--- config.mk ---
export PLATFORM = sky130hd
export DESIGN_NAME = irq_ctrl
export DESIGN_NICKNAME = d
export VERILOG_FILES = /design/src/rtl/irq_ctrl.sv
export SDC_FILE = /design/constraint.sdc
export NUM_CORES = 1
export LEC_CHECK = 0
export ABC_AREA = 1
export BUFFER_PORTS_ARGS = -buffer_cell sky130_fd_sc_hd__buf_4
export CORE_MARGIN = 3
export CORE_UTILIZATION = 43
export CTS_BUF_LIST = sky130_fd_sc_hd__clkbuf_4
export DETAILED_ROUTE_END_ITERATION = 7
export PLACE_DENSITY = 0.95
export SYNTH_ARGS = -nofsm -noshare
export SYNTH_HDL_FRONTEND = slang
export SYNTH_SLANG_ARGS = --single-unit
--- constraint.sdc ---
create_clock -name clk -period 1.8 [get_ports clk]
set_clock_uncertainty 0.2 [all_clocks]
set_input_delay 0.36 -clock clk [delete_from_list [all_inputs] [get_ports clk]]
set_output_delay 0.36 -clock clk [all_outputs]
set_load 0.01 [all_outputs]
--- src/rtl/irq_ctrl.sv ---
// External interrupt controller: latches peripheral irq pulses into pending bits,
// masks them with ENABLE and runs the eip/eip_reply handshake plus claim/complete.
module irq_ctrl #(
  parameter int N = 4
) (
  input  logic         clk,
  input  logic         rst,
  input  logic [2:0]   a,
  input  logic [31:0]  d,
  input  logic         we,
  output logic [31:0]  spo,
  input  logic [N-1:0] irq,
  output logic         eip,
  input  logic         eip_reply
);

  typedef enum logic [1:0] {
    IDLE    = 2'd0,
    ASSERT  = 2'd1,
    CLAIMED = 2'd2
  } state_t;

  localparam logic [5:0] NUM_SRC = 6'(N);

  state_t      state_r, state_s;
  logic        eip_r, eip_s;
  logic [4:0]  claim_id_r, claim_id_s;
  logic [N-1:0] pending_r, enable_r;
  logic [N-1:0] active_s, clr_s;
  logic [4:0]  best_s;
  logic        complete_s, complete_own_s;

  assign active_s = pending_r & enable_r;
  // A COMPLETE write only counts when it names an existing source.
  assign complete_s     = we && (a == 3'd3) && ({1'b0, d[4:0]} < NUM_SRC);
  assign complete_own_s = complete_s && (d[4:0] == claim_id_r);

  // Decode the completed source into a clear mask and pick the lowest active index.
  always_comb begin
    clr_s  = '0;
    best_s = 5'd0;
    for (int i = 0; i < N; i++) begin
      if (complete_s && (d[4:0] == 5'(i))) begin
        clr_s[i] = 1'b1;
      end else begin
        clr_s[i] = 1'b0;
      end
    end
    for (int i = N - 1; i >= 0; i--) begin
      if (active_s[i]) begin
        best_s = 5'(i);
      end else begin
        best_s = best_s;
      end
    end
  end

  // Handshake state machine next-state and eip/claim decisions.
  always_comb begin
    state_s    = state_r;
    eip_s      = 1'b0;
    claim_id_s = claim_id_r;
    case (state_r)
      IDLE: begin
        if (active_s != '0) begin
          state_s = ASSERT;
          eip_s   = 1'b1;
        end else begin
          state_s = IDLE;
        end
      end
      ASSERT: begin
        eip_s = 1'b1;
        if (eip_reply) begin
          eip_s = 1'b0;
          if (active_s != '0) begin
            claim_id_s = best_s;
            state_s    = CLAIMED;
          end else begin
            state_s = IDLE;
          end
        end else begin
          state_s = ASSERT;
        end
      end
      CLAIMED: begin
        if (complete_own_s) begin
          state_s = IDLE;
        end else begin
          state_s = CLAIMED;
        end
      end
      default: begin
        state_s = IDLE;
      end
    endcase
  end

  // State, handshake and software-visible registers.
  always_ff @(posedge clk) begin
    if (rst) begin
      state_r    <= IDLE;
      eip_r      <= 1'b0;
      claim_id_r <= 5'd0;
      pending_r  <= '0;
      enable_r   <= '0;
    end else begin
      state_r    <= state_s;
      eip_r      <= eip_s;
      claim_id_r <= claim_id_s;
      pending_r  <= (pending_r & ~clr_s) | irq;
      if (we && (a == 3'd1)) begin
        enable_r <= d[N-1:0];
      end else begin
        enable_r <= enable_r;
      end
    end
  end

  assign eip = eip_r;

  // Side-effect-free register read mux.
  always_comb begin
    spo = 32'd0;
    case (a)
      3'd0:    spo = {{(32-N){1'b0}}, pending_r};
      3'd1:    spo = {{(32-N){1'b0}}, enable_r};
      3'd2:    spo = {(state_r == CLAIMED), 26'd0, claim_id_r};
      default: spo = 32'd0;
    endcase
  end

endmodule

==> metrics.md, run 1 <==
| Metric | Value |
|---|---|
| Final Critical Period | 1.68 ns |
| Die Ht | between 50 and 60 um |
| Critical path arrival | roughly 1.1 ns |
| Most used routing layer | met2 |
| Count leader, synth | nand2_1 |
| DR WL/cell | 8.95 um |
| Distinct cells, synth | 19 |
| Global-route wire length before repair | between 2000 and 3000 um |
| HPWL after detailed placement | 1450 um |
| Async SR Flop Fraction | 0 |
| DR iter-0 viols | 18 |
| Warnings from Yosys | 0 |
| Share of layout cells above drive strength 1 | 0.200 |
| Largest family of logic cells by synthesized area | simple AND/OR/NAND/NOR gates |
| Slew Viols, Final | 0 |
| RSZ-0062 raised after global routing | no |
| Vias per Instance | about 4.2 |
| DP Cell Count | 188 |
| CTS Buf Count | 3 |
| CTS Buffer Depth | 2 |
| Area grow syn2layout | 12.4% |
| Setup violations, final | 0 |
| Post-Synth Simple-Gate Area | 0.312 |
| Post-synthesis adder-cell area fraction | 0 |
| Clk_lat worst skew | 0.28 ns |
| Setup bufs post-CTS | 0 |
| CP Launch Type | input pin |
| Static Leak | 0.555 nW |
| Setup WS pre-CTS | 0.111 ns |
| Final net count | between 200 and 250 |
| N_diodes | 0 |
| Main flop type after synthesis | dfxtp_1 |
| Initial Utilization | 0.463 |
| Worst EP required | roughly 1.2 ns |
| Crit-path max cell delay | roughly 0.15 ns |
| GR Layer Usage met1 | 0.163 |
| Row count | 16 |
| Overflow after GRT | 0 |
| Post-route DRC | 0 |
| Global-route met3 utilization | 0.0456 |
| Syn Std Cell Area | 917 um^2 |
| WL final | around 1700 um |
| Hold Violations, Final | 0 |
| Global Route Usage Sum | 0.137 |
| Max IR drop VDD | 0.511 mV |
| CTS tree | yes |
| Number of enable flip-flop cells after synthesis | 0 |
| Synth cell count leaders | 41 x nand2_1, 27 x buf_4, 17 x inv_1 |
| Worst setup EP type | output pin |
| Worst Hold Class | in2reg |
| Fin util | 0.520 |
| Syn Inst Count | 141 |
| Number of I/O port buffers | 21 |
| Post-synthesis mux area share | 0 |
| Main area contributors after synthesis | dfxtp_1 28%, buf_4 22%, nand2_1 17% |
| Std-Cell Core Area | between 0.0015 and 0.002 mm^2 |
| Critical-path cell list | buf_4 -> nor2_1 -> nand2_1 -> inv_1 -> nand2_1 -> o211ai_1 -> buf_4 |
| Antenna-violating nets left | 0 |
| CP bufs+invs | 3 |
| Seq/Total Area, Yosys | 0.284 |
| Placement Cell Area | around 0.0010 mm^2 |
| Final cell count without fillers | 192 |
| CTS sink count | 13 |
| Fmax | 595 MHz |
| Fin Setup TNS | 0 ns |
| CP max stage cell | buf_4 |
| XOR/XNOR share of the synthesized area | 0 |
| Root Buffer Master | clkbuf_4 |
| DRT Pass-1 Iters | 4 |
| CTS Hold Buffers Added | 0 |
| Top Family by Delay on Critical Path | buffers and inverters |
| Area leader, netlist | dfxtp_1 |
| IO Pins | between 70 and 80 |
| Final Hold Slack | roughly 0.072 ns |
| PwrDens | approximately 590 mW/mm^2 |
| CTS resizes | 0 |
| Largest net degree at the start of global routing | 9 |
| Top-area cell type share of the netlist area | 0.284 |
| Vias in the first global route | approximately 670 |
| Clk slew on worst S/H paths | roughly 0.080 ns |
| Die W | 52.2 um |
| Status | finished, final reports clean |
| Worst-path fanout max | 4 |
| Power Total | roughly 0.6 mW |
| Vias | 812 |
| WS Path Type | in2out |
| Finished Cell Area | roughly 0.0010 mm^2 |
| Synthesis-stage register bit count | 13 |
| MaxCap Viol Count | 0 |
| Die Area | roughly 0.0027 mm^2 |
| Final Cycle Share | 0.934 |
| H-Tree Depth | 1 |
| Mean post-synth cell area | approximately 6.5 um^2 |
| Setup ws final | ~0.12 ns |
| Antenna violations before repair | 0 |
| GPL Wtd Cong | 0.763 |
| Post-synthesis compound-gate area fraction | 0.105 |
| GRT met2 Usage | 0.232 |
[routing by layer]
metal  part of all wire  wire [um]  vias to the layer above
li1                   -          -                      426
met1               0.38        647                      351
met2               0.52        901                       31
met3              0.085        146                        4
met4              0.015         25                        0
met5                  0          0                        -
[worst paths after layout]
kind / cells after the start / slack (ns) / to / startpoint
hold / removal: 2 / 0.07 / state_r[1] / rst
setup reg to reg: 7 / 0.58 / claim_id_r[0] / state_r[0]
hold reg to reg: 2 / 0.30 / pending_r[0] / pending_r[0]
setup / recovery: 7 / 0.12 / spo[1] / a[2]
[final cells by class]
type / count / area [um^2]
inverters: 18 / 67.6
flip-flops and latches: 13 / 260
clock buffers: 3 / 22.5
repair buffers: 21 / 158
well taps: 27 / 33.8
fillers: 214 / 951
multi-input cells: 109 / 484
clock inverters: 1 / 5.00
[layout by cell type, fill, tap and decap left out]
| cell | Yosys | routed |
|---|---|---|
| conb_1 | 1 | 27 |
| nor3_1 | 2 | 2 |
| nor3_4 | 1 | 1 |
| nor2_1 | 15 | 15 |
| inv_1 | 17 | 17 |
| clkbuf_4 | 0 | 3 |
| nand2_1 | 41 | 41 |
| buf_4 | 27 | 21 |
| a22o_1 | 2 | 2 |
| nor2_2 | 2 | 2 |
| o21ai_0 | 4 | 4 |
| nand2_2 | 1 | 1 |
| a21oi_2 | 1 | 1 |
| nand3_2 | 1 | 1 |
| nor2_4 | 1 | 1 |
| a21oi_1 | 7 | 7 |
| dfxtp_1 | 13 | 13 |
| inv_2 | 1 | 1 |
| clkinv_2 | 0 | 1 |
| nand3_1 | 2 | 2 |
| o211ai_1 | 2 | 2 |
[state kept, by name (all words and copies together) (netlist names)]
register,flops
pending_r,4
enable_r,4
eip,1
claim_id_r,2
state_r,2
[power by group]
group | switching [mW] | total (mW) | leakage (nW) | internal (mW)
combinational | 0.0727 | 0.117 | 0.431 | 0.0447
sequential | 0.0103 | 0.310 | 0.106 | 0.300
clock | 0.102 | 0.184 | 0.0177 | 0.0826
[logic make-up (layout without fill, tap and decap cells)]
logic type / Yosys count / count (layout)
flops: 13 / 13
simple gates: 66 / 66
other cells: 1 / 27
compound gates: 16 / 16
buf+inv: 45 / 43
[worst register-to-register path, delay by kind of cell (launching register included)]
family           cells  cell delay (ns)
DFF                  1             0.38
and+or+nand+nor      7             0.54
No activity file was read; power rests on OpenSTA's default activity.
==> run 2: changes to the inputs <==
--- a/config.mk
+++ b/config.mk
@@ -6,12 +6,13 @@
 export NUM_CORES = 1
 export LEC_CHECK = 0
 export ABC_AREA = 1
-export BUFFER_PORTS_ARGS = -buffer_cell sky130_fd_sc_hd__buf_4
+export BUFFER_PORTS_ARGS = -buffer_cell sky130_fd_sc_hd__buf_2
 export CORE_MARGIN = 3
 export CORE_UTILIZATION = 43
 export CTS_BUF_LIST = sky130_fd_sc_hd__clkbuf_4
 export DETAILED_ROUTE_END_ITERATION = 7
 export PLACE_DENSITY = 0.95
+export RECOVER_POWER = 25
 export SYNTH_ARGS = -nofsm -noshare
 export SYNTH_HDL_FRONTEND = slang
 export SYNTH_SLANG_ARGS = --single-unit
==> metrics.md, run 2 (synthesis gave the netlist of run 1 again) <==
| Metric | Value |
|---|---|
| Final Cycle Share | 0.920 (-0.0136) |
| Antenna violations before repair | 0 (unchanged) |
| Post-route DRC | 0 (unchanged) |
| Top Family by Delay on Critical Path | buffers and inverters |
| Largest net degree at the start of global routing | 9 (unchanged) |
| Fmax | 604 MHz (+1.5%) |
| Vias | 810 (-0.25%) |
| Hold Violations, Final | 0 (unchanged) |
| CTS Buf Count | 3 (unchanged) |
| Most frequent cells in the layout | 42 x nand2_1, 27 x conb_1, 21 x buf_2 |
| Worst-path fanout max | 5 (+1) |
| Power Total | 0.601 mW (-1.8%) |
| CTS Hold Buffers Added | 0 (unchanged) |
| Final net count | 209 (unchanged) |
| RSZ-0062 raised after global routing | no |
| Global-route wire length before repair | 2660 um (-4.0%) |
| Share of layout cells above drive strength 1 | 0.176 (-0.0242) |
| DRT Pass-1 Iters | 4 (unchanged) |
| N_diodes | 0 (unchanged) |
| Worst EP required | 1.24 ns (about the same) |
| Std-Cell Core Area | 0.00198 mm^2 (unchanged) |
| Clk slew on worst S/H paths | 0.08 ns (about the same) |
| WS Path Type | in2out |
| WL final | 1750 um (+1.7%) |
| Static Leak | 0.540 nW (-2.8%) |
| Worst setup EP type | output pin |
| Vias per Instance | 4.22 (-0.25%) |
| CTS sink count | 13 (unchanged) |
| CTS resizes | 0 (unchanged) |
| Die Area | 0.00272 mm^2 (unchanged) |
| Global Route Usage Sum | 0.129 (-0.00739) |
| CP Launch Type | input pin |
| Final Critical Period | 1.66 ns (-0.0244 ns) |
| Number of I/O port buffers | 21 (unchanged) |
| Largest regs | enable_r: 4 flops, pending_r: 4 flops |
| PwrDens | 625 mW/mm^2 (+5.3%) |
| H-Tree Depth | 1 (unchanged) |
| IO Pins | 76 (unchanged) |
| Crit-path max cell delay | 0.16 ns (about the same) |
| Slew Viols, Final | 0 (unchanged) |
| CTS Buffer Depth | 2 (unchanged) |
| Die Ht | 52.2 um (unchanged) |
| Antenna-violating nets left | 0 (unchanged) |
| Critical-path cell list | buf_2 -> inv_1 -> nand2_1 -> nor2_4 -> nand2_1 -> o211ai_1 -> buf_2 |
| CTS tree | yes |
| HPWL after detailed placement | 1420 um (-2.2%) |
| Overflow after GRT | 0 (unchanged) |
| Vias in the first global route | 658 (-1.6%) |
| CP max stage cell | buf_2 |
| Filler cells | 221 (+3.3%) |
| Setup bufs post-CTS | 0 (unchanged) |
| Max IR drop VDD | 0.499 mV (-2.4%) |
| MaxCap Viol Count | 0 (unchanged) |
| Root Buffer Master | clkbuf_4 |
| Setup violations, final | 0 (unchanged) |
| Fin Setup TNS | 0 ns (unchanged) |
| CP bufs+invs | 3 (unchanged) |
| Initial Utilization | 0.463 (unchanged) |
| GPL Wtd Cong | 0.787 (+3.2%) |
| Row count | 16 (unchanged) |
| Status | finished, final reports clean |
| Die W | 52.2 um (unchanged) |
| DR iter-0 viols | 10 (-8) |
| Clk_lat worst skew | 0.28 ns (about the same) |
| Worst Hold Class | in2reg |
| DR WL/cell | 9.11 um (+1.7%) |
| Commonest non-fill, non-tap cell in the layout | nand2_1 |
| Critical path arrival | 1.10 ns (-0.02 ns) |
| Worst rel slew slack | 0.635 |
| Area grow syn2layout | 4.91% |
| Least-Margin Pin Slew | approximately 0.54 ns |
[run 2: path summary, 6_finish.rpt]
check | cells past startpoint | to | slack, ns | startpoint
worst max-delay path | 7 | spo[0] | 0.14 | a[1]
worst min-delay path | 3 | pending_r[2] | 0.10 | irq[2]
worst max register to register | 7 | claim_id_r[0] | 0.60 | state_r[0]
worst min register to register | 2 | pending_r[2] | 0.30 | pending_r[2]
[run 2: cell type report]
class                   count  area [um^2]  share of cell area
inverters                  18         67.6              0.0702
multi-input cells         109          468               0.486
flip-flops and latches     13          260               0.270
well taps                  27         33.8              0.0351
repair buffers             21          105               0.109
clock inverters             1         5.00             0.00520
clock buffers               3         22.5              0.0234
[run 2: where the power goes]
part | leakage [nW] | switching (mW) | internal, mW
logic | 0.416 | 0.0704 | 0.0325
clock network | 0.0177 | 0.105 | 0.0826
registers | 0.106 | 0.0107 | 0.300
[run 2: through the flow]
step	instances	worst slack, ns	area, um^2	hold slack [ns]	utilization
after floorplan	167	0.416	1010	0.222	-
after global placement	188	0.121	951	0.277	0.480
after detailed placement	188	0.117	951	0.281	0.480
after CTS	192	0.115	978	0.102	0.494
after global routing	192	0.0249	962	0.101	0.485
final	192	0.144	962	0.102	0.485
[run 2: per-layer routing]
layer,vias to the layer above,share of wire,GRT usage
li1,428,-,-
met4,0,0.0080,0.0128
met1,348,0.40,0.148
met2,30,0.50,0.234
met3,4,0.087,0.0484
met5,-,0,0
[run 2: worst min-delay path, delay by kind of cell]
family | cells | cell delay, ns
buf+inv | 2 | 0.14
compound gates | 1 | 0.05
